<file path="config.mk">
export PLATFORM = sky130hd
export DESIGN_NAME = kbd_threshold_entry
export DESIGN_NICKNAME = d
export VERILOG_FILES = /design/src/rtl/kbd_threshold_entry.sv
export SDC_FILE = /design/constraint.sdc
export NUM_CORES = 1
export LEC_CHECK = 0
export CELL_PAD_IN_SITES_DETAIL_PLACEMENT = 1
export CELL_PAD_IN_SITES_GLOBAL_PLACEMENT = 1
export CORE_ASPECT_RATIO = 1.2
export CORE_MARGIN = 2
export CORE_UTILIZATION = 30
export DETAILED_ROUTE_END_ITERATION = 7
export MAX_ROUTING_LAYER = met4
export PLACE_DENSITY_LB_ADDON = 0.1
export SLEW_MARGIN = 20
export SYNTH_ARGS = -nofsm -noshare
export SYNTH_HDL_FRONTEND = slang
export SYNTH_SLANG_ARGS = --single-unit
</file>
<file path="constraint.sdc">
create_clock -name CLK100MHZ -period 5.8 [get_ports CLK100MHZ]
set_input_delay 1.74 -clock CLK100MHZ [delete_from_list [all_inputs] [get_ports CLK100MHZ]]
set_output_delay 1.74 -clock CLK100MHZ [all_outputs]
set_load 0.005 [all_outputs]
</file>
<file path="src/rtl/kbd_threshold_entry.sv">
// Keyboard-driven editor for the heart-monitor alarm thresholds (high/low BPM).
// Synchronizes the ASCII strobe, then runs an IDLE/ENTRY command FSM over a 3-digit BCD buffer.
module kbd_threshold_entry #(
    parameter int MAX_DIGITS   = 3,
    parameter int MIN_VAL      = 30,
    parameter int MAX_VAL      = 220,
    parameter int DEFAULT_HIGH = 120,
    parameter int DEFAULT_LOW  = 50
) (
    input  logic         CLK100MHZ,
    input  logic         reset,
    input  logic [127:0] key_pressed,
    input  logic         ascii_code_done,
    output logic [7:0]   thr_high,
    output logic [7:0]   thr_low,
    output logic         entry_active,
    output logic         entry_field,
    output logic [9:0]   entry_value,
    output logic [1:0]   entry_count,
    output logic         commit_pulse,
    output logic         error_pulse
);

    localparam logic [1:0] MAX_CNT = 2'(MAX_DIGITS);
    localparam logic [9:0] MIN_V   = 10'(MIN_VAL);
    localparam logic [9:0] MAX_V   = 10'(MAX_VAL);
    localparam logic [7:0] DEF_HI  = 8'(DEFAULT_HIGH);
    localparam logic [7:0] DEF_LO  = 8'(DEFAULT_LOW);

    typedef enum logic {S_IDLE, S_ENTRY} state_t;

    state_t      state, state_n;
    logic        s1, s2, s3, act, strobe;
    logic [7:0]  ch;
    logic [3:0]  d2, d1, d0, d2_n, d1_n, d0_n;
    logic [1:0]  count_n;
    logic        field_n, commit_n, error_n;
    logic [7:0]  thr_high_n, thr_low_n;
    logic [9:0]  value_n;
    logic        is_digit, is_h, is_l, in_range, order_ok;
    logic        unused_key_bits;

    assign unused_key_bits = ^key_pressed[127:8];

    function automatic logic [9:0] bcd_value(input logic [3:0] a, input logic [3:0] b,
                                             input logic [3:0] c);
        return 10'(a) * 10'd100 + 10'(b) * 10'd10 + 10'(c);
    endfunction

    assign strobe       = s2 & ~s3;
    assign entry_active = (state == S_ENTRY);

    assign is_digit = (ch >= 8'h30) && (ch <= 8'h39);
    assign is_h     = (ch == 8'h48) || (ch == 8'h68);
    assign is_l     = (ch == 8'h4C) || (ch == 8'h6C);
    // Full 10-bit compare so that e.g. 300 is rejected rather than wrapping to 44.
    assign in_range = (entry_value >= MIN_V) && (entry_value <= MAX_V);
    assign order_ok = entry_field ? (entry_value > {2'b00, thr_low})
                                  : (entry_value < {2'b00, thr_high});

    always_ff @(posedge CLK100MHZ) begin
        if (!reset) state <= S_IDLE;
        else        state <= state_n;
    end

    always_ff @(posedge CLK100MHZ) begin
        if (!reset) begin
            s1           <= 1'b0;
            s2           <= 1'b0;
            s3           <= 1'b0;
            act          <= 1'b0;
            ch           <= 8'h00;
            d2           <= 4'd0;
            d1           <= 4'd0;
            d0           <= 4'd0;
            entry_count  <= 2'd0;
            entry_value  <= 10'd0;
            entry_field  <= 1'b0;
            thr_high     <= DEF_HI;
            thr_low      <= DEF_LO;
            commit_pulse <= 1'b0;
            error_pulse  <= 1'b0;
        end else begin
            s1           <= ascii_code_done;
            s2           <= s1;
            s3           <= s2;
            act          <= strobe;
            if (strobe) ch <= key_pressed[7:0];
            d2           <= d2_n;
            d1           <= d1_n;
            d0           <= d0_n;
            entry_count  <= count_n;
            entry_value  <= value_n;
            entry_field  <= field_n;
            thr_high     <= thr_high_n;
            thr_low      <= thr_low_n;
            commit_pulse <= commit_n;
            error_pulse  <= error_n;
        end
    end

    always_comb begin
        state_n    = state;
        field_n    = entry_field;
        d2_n       = d2;
        d1_n       = d1;
        d0_n       = d0;
        count_n    = entry_count;
        thr_high_n = thr_high;
        thr_low_n  = thr_low;
        commit_n   = 1'b0;
        error_n    = 1'b0;

        if (act) begin
            unique case (state)
                S_IDLE: begin
                    if (is_h || is_l) begin
                        field_n = is_h;
                        d2_n    = 4'd0;
                        d1_n    = 4'd0;
                        d0_n    = 4'd0;
                        count_n = 2'd0;
                        state_n = S_ENTRY;
                    end
                end
                S_ENTRY: begin
                    if (is_digit) begin
                        if (entry_count < MAX_CNT) begin
                            d2_n    = d1;
                            d1_n    = d0;
                            d0_n    = ch[3:0];
                            count_n = entry_count + 2'd1;
                        end else begin
                            error_n = 1'b1;
                        end
                    end else if (ch == 8'h08) begin
                        if (entry_count != 2'd0) begin
                            d0_n    = d1;
                            d1_n    = d2;
                            d2_n    = 4'd0;
                            count_n = entry_count - 2'd1;
                        end
                    end else if (ch == 8'h1B) begin
                        d2_n    = 4'd0;
                        d1_n    = 4'd0;
                        d0_n    = 4'd0;
                        count_n = 2'd0;
                        state_n = S_IDLE;
                    end else if (is_h || is_l) begin
                        field_n = is_h;
                        d2_n    = 4'd0;
                        d1_n    = 4'd0;
                        d0_n    = 4'd0;
                        count_n = 2'd0;
                    end else if (ch == 8'h0D) begin
                        if (entry_count == 2'd0) begin
                            state_n = S_IDLE;
                        end else if (in_range && order_ok) begin
                            if (entry_field) thr_high_n = entry_value[7:0];
                            else             thr_low_n  = entry_value[7:0];
                            commit_n = 1'b1;
                            d2_n     = 4'd0;
                            d1_n     = 4'd0;
                            d0_n     = 4'd0;
                            count_n  = 2'd0;
                            state_n  = S_IDLE;
                        end else begin
                            error_n = 1'b1;
                        end
                    end
                end
                default: state_n = S_IDLE;
            endcase
        end

        value_n = bcd_value(d2_n, d1_n, d0_n);
    end

endmodule

</file>
==> summary.md <==
| Metric | Value |
|---|---|
| Buf/Inv on CP | `1` |
| R2R depth | `18` |
| Max incr delay on CP | `490 ps` |
| Crit path required time | `5960 ps` |
| # setup viols final | `0` |
| PwrDens | `165.6 mW/mm²` |
| Synth Area in Compound Gates | `19.73%` |
| # rows | `44` |
| Largest family of logic cells by synthesized area | `compound AO/OA/AOI/OAI gates` |
| Most frequent cells after synthesis | `55 x dfxtp_1, 46 x nor2_1, 40 x ha_1` |
| DR WL/cell | `18.05 µm` |
| CP Cell Sequence | `ha_1 > a2111oi_2 > o21ai_0 > a2111oi_1 > buf_4 > o21a_2 > nor2_1 > o221ai_1 > ha_1 > ha_1 > fa_1 > ha_1 > ha_1 > nor2b_1 > o21a_1 > o41ai_1 > xnor2_1 > nor2_1` |
| Mux contribution to synthesized area | `6.416%` |
| Worst-path fanout max | `7` |
| Area share of the largest cell type after synthesis | `30.03%` |
| Outcome | `finished clean` |
| Post-Syn Area per Cell | `8.447 µm²` |
| Peak supply drop | `0.1332 mV` |
| Max Fclk | `186.8 MHz` |
| Ports | `163` |
| Distinct cells, synth | `64` |
| First-pass GRT wire length | `18770 µm` |
| CTS tree | `yes` |
| Adder-Cell Fraction of Synth Area | `16.38%` |
| Slew headroom | `39.44%` |
| Tot GR Track Use | `18.47%` |
| Min Hold Slack | `431.7 ps` |
| CP max-delay cell | `dfxtp_1` |
| Ant diodes | `0` |
| R2r endpoint | `entry_value[9]` |
| Detailed-route DRC error count | `0` |
| Hold EP | `act` |
| Longest Clk Path Bufs | `2` |
| Post-synth ARST share | `0%` |
| CTS buffer count | `5` |
| Largest net degree at the start of global routing | `33` |
| Clock root cell | `clkbuf_16` |
| Synthesized net count | `610` |
| Leading area contributor after synthesis | `dfxtp_1` |
| Width of the die | `104.9 µm` |
| Static leakage | `1.883 nW` |
| Hold_buf cts | `0` |
| Initial core utilization | `30.55%` |
| Worst Hold Class | `register to register` |
| Reg2reg start | `entry_value[7]` |
| Syn. warnings | `0` |
| Layout cells sized above 1 | `7.692%` |
| Critical path arrival | `5520 ps` |
| Placed Cells | `634` |
| Crit. Startpoint | `entry_value[7]` |
| FF-to-FF setup slack | `450 ps` |
| Fin cells | `642` |
| Register area share after synthesis | `30.03%` |
| Dominant cells by area after synthesis | `dfxtp_1 30%, ha_1 14%, mux2i_1 5.2%, nor2_1 4.7%, nand2_1 3.5%` |
| Fill count | `1465` |
| CP dominant cell by count | `ha_1` |
| Maxcap violations | `0` |
| Drt pass-1 iters | `4` |
| Clk pin slew, worst setup/hold paths | `80 ps` |
| Fin crit period | `5352 ps` |
| Slew Limit Fails | `0` |
| Final hold vios | `0` |
| Post-Synthesis Cells | `434` |
| Port bufs | `42` |
| Total die area | `0.01312 mm²` |
| Min-delay src | `s3` |
| Final TNS setup | `0 ps` |
| Vias in the first global route | `3544` |
| Critical path class | `register to register` |
| Most used DFF post-synth | `dfxtp_1` |
| Area share of and/or/nand/nor cells after synthesis | `19.69%` |
| Initial antenna violation count | `0` |
| Period utilization | `92.28%` |
| Crit path launch type | `register` |
| H-tree levels | `2` |
| Final Util | `37.22%` |
| GR Overflow Total | `0` |
| Clock Sinks | `55` |
| Post-synthesis xor/xnor area fraction | `1.911%` |
| Placer congestion estimate | `0.9125` |
| Kind of cell adding the most delay to the critical path | `compound AO/OA/AOI/OAI gates` |
| Final wirelength | `11590 µm` |
| Fin nets | `656` |
| Post-synthesis register bit count | `55` |
| Die Span Y | `125.1 µm` |
| Via density | `5.260` |
| CORE AREA | `0.01200 mm²` |
| Actual slew at the worst max-slew pin | `903.5 ps` |
| DR vias | `3377` |
| First-iteration detailed-routing DRC count | `96` |
| DRT antenna net count | `0` |
| Clock Skews | `13.31 ps` |
| Cell Area, Synth | `0.003666 mm²` |
| Worst setup EP type | `register` |
| Most frequent cell after synthesis | `dfxtp_1` |
| RSZ-0062 raised after global routing | `false` |
| HPWL after DPL | `8892 µm` |
| Syn-to-layout area delta | `21.84%` |
| Hold Path Cell Cnt | `1` |
| Latest clock arrival within the worst-skew pair | `300 ps` |
| EDFF count, synth | `0` |
registers in the layout, indices dropped and copies added, names as in the netlist, 2 cells and up, named ones only:
name	flops
entry_value	9
ch	8
thr_high	8
thr_low	8
d1	4
d2	4
d0	3
entry_count	2
worst reg2reg max path: cells and delay by family (launching register included):
kind / cells / cell delay [ps]
AO/OA/AOI/OAI: 7 / 2090
XOR/XNOR: 1 / 170
adder cells (fa/ha/maj): 6 / 1940
buffers and inverters: 1 / 210
flip-flops: 1 / 490
AND/OR/NAND/NOR: 3 / 330
worst max path at each step:
stage,endpoint,cells after the start
after floorplan,entry_value[9],18
after global placement,entry_value[9],18
after detailed placement,entry_value[9],18
after CTS,entry_value[9],18
after global routing,entry_value[9],22
final,entry_value[9],18
logic make-up (layout without fill, tap and decap cells):
family / count (synthesis) / count (layout)
adder cells (fa/ha/maj): 45 / 45
XOR/XNOR: 8 / 8
buffers and inverters: 51 / 98
AND/OR/NAND/NOR: 145 / 145
multiplexers: 23 / 23
flip-flops: 55 / 55
AO/OA/AOI/OAI: 107 / 107
area by class of cell:
cell class,count,area [µm²],share of cell area (%)
Inverter,34,127.6,2.857
Timing Repair Buffer,56,525.5,11.76
Clock inverter,2,16.27,0.3641
Multi-Input combinational cell,328,2356,52.75
Tap cell,161,201.4,4.510
Clock buffer,6,138.9,3.109
Sequential cell,55,1101,24.65
layer usage:
metal | part of all wire, % | GRT usage, % | vias up
li1 | - | - | 1640
met1 | 46 | 22.49 | 1666
met2 | 49 | 31.51 | 56
met3 | 2.4 | 2.190 | 15
met4 | 2.6 | 6.353 | 0
met5 | 0 | - | -
per-stage QoR:
stage                     total power, W  setup slack [ps]  area (µm²)
after floorplan                0.0004069              1160        3666
final                          0.0007396             448.0        4467
after CTS                      0.0007510             256.1        4462
after detailed placement       0.0004237             309.8        4307
after global placement         0.0004230             334.6        4307
after global routing           0.0007695             60.78        4467
layout by cell type (no fill, tap or decap), types with 3 or more instances in the layout:
cell             instances
a21boi_0                 3
a21o_1                   8
a21oi_1                 22
a22oi_1                  4
a31oi_1                  3
and2_1                  12
buf_4                   14
clkbuf_16                5
clkdlybuf4s50_1         42
dfxtp_1                 55
fa_1                     5
ha_1                    40
inv_1                   33
mux2_2                   4
mux2i_1                 19
nand2_1                 34
nand2b_1                 3
nand3_1                 12
nand4_1                  3
nor2_1                  46
nor2b_1                  9
nor3_1                   7
o211ai_1                 5
o21a_1                   3
o21ai_0                 25
o31ai_1                  7
or2_2                    3
xnor2_1                  3
xor2_1                   5
report_power, final:
group	leakage, nW	total [W]	switching [W]	internal [W]
clock network	0.0731	0.000325	0.000152	0.000173
logic	1.37	0.0000301	0.0000172	0.0000129
registers	0.444	0.000384	0.00000423	0.000380
what timing repair did:
action / in CTS / in global routing
buffers inserted: 0 / 0
endpoints found under the setup margin: 0 / 1
resized for setup: 0 / 2
Power figures use the tool's default switching activity.
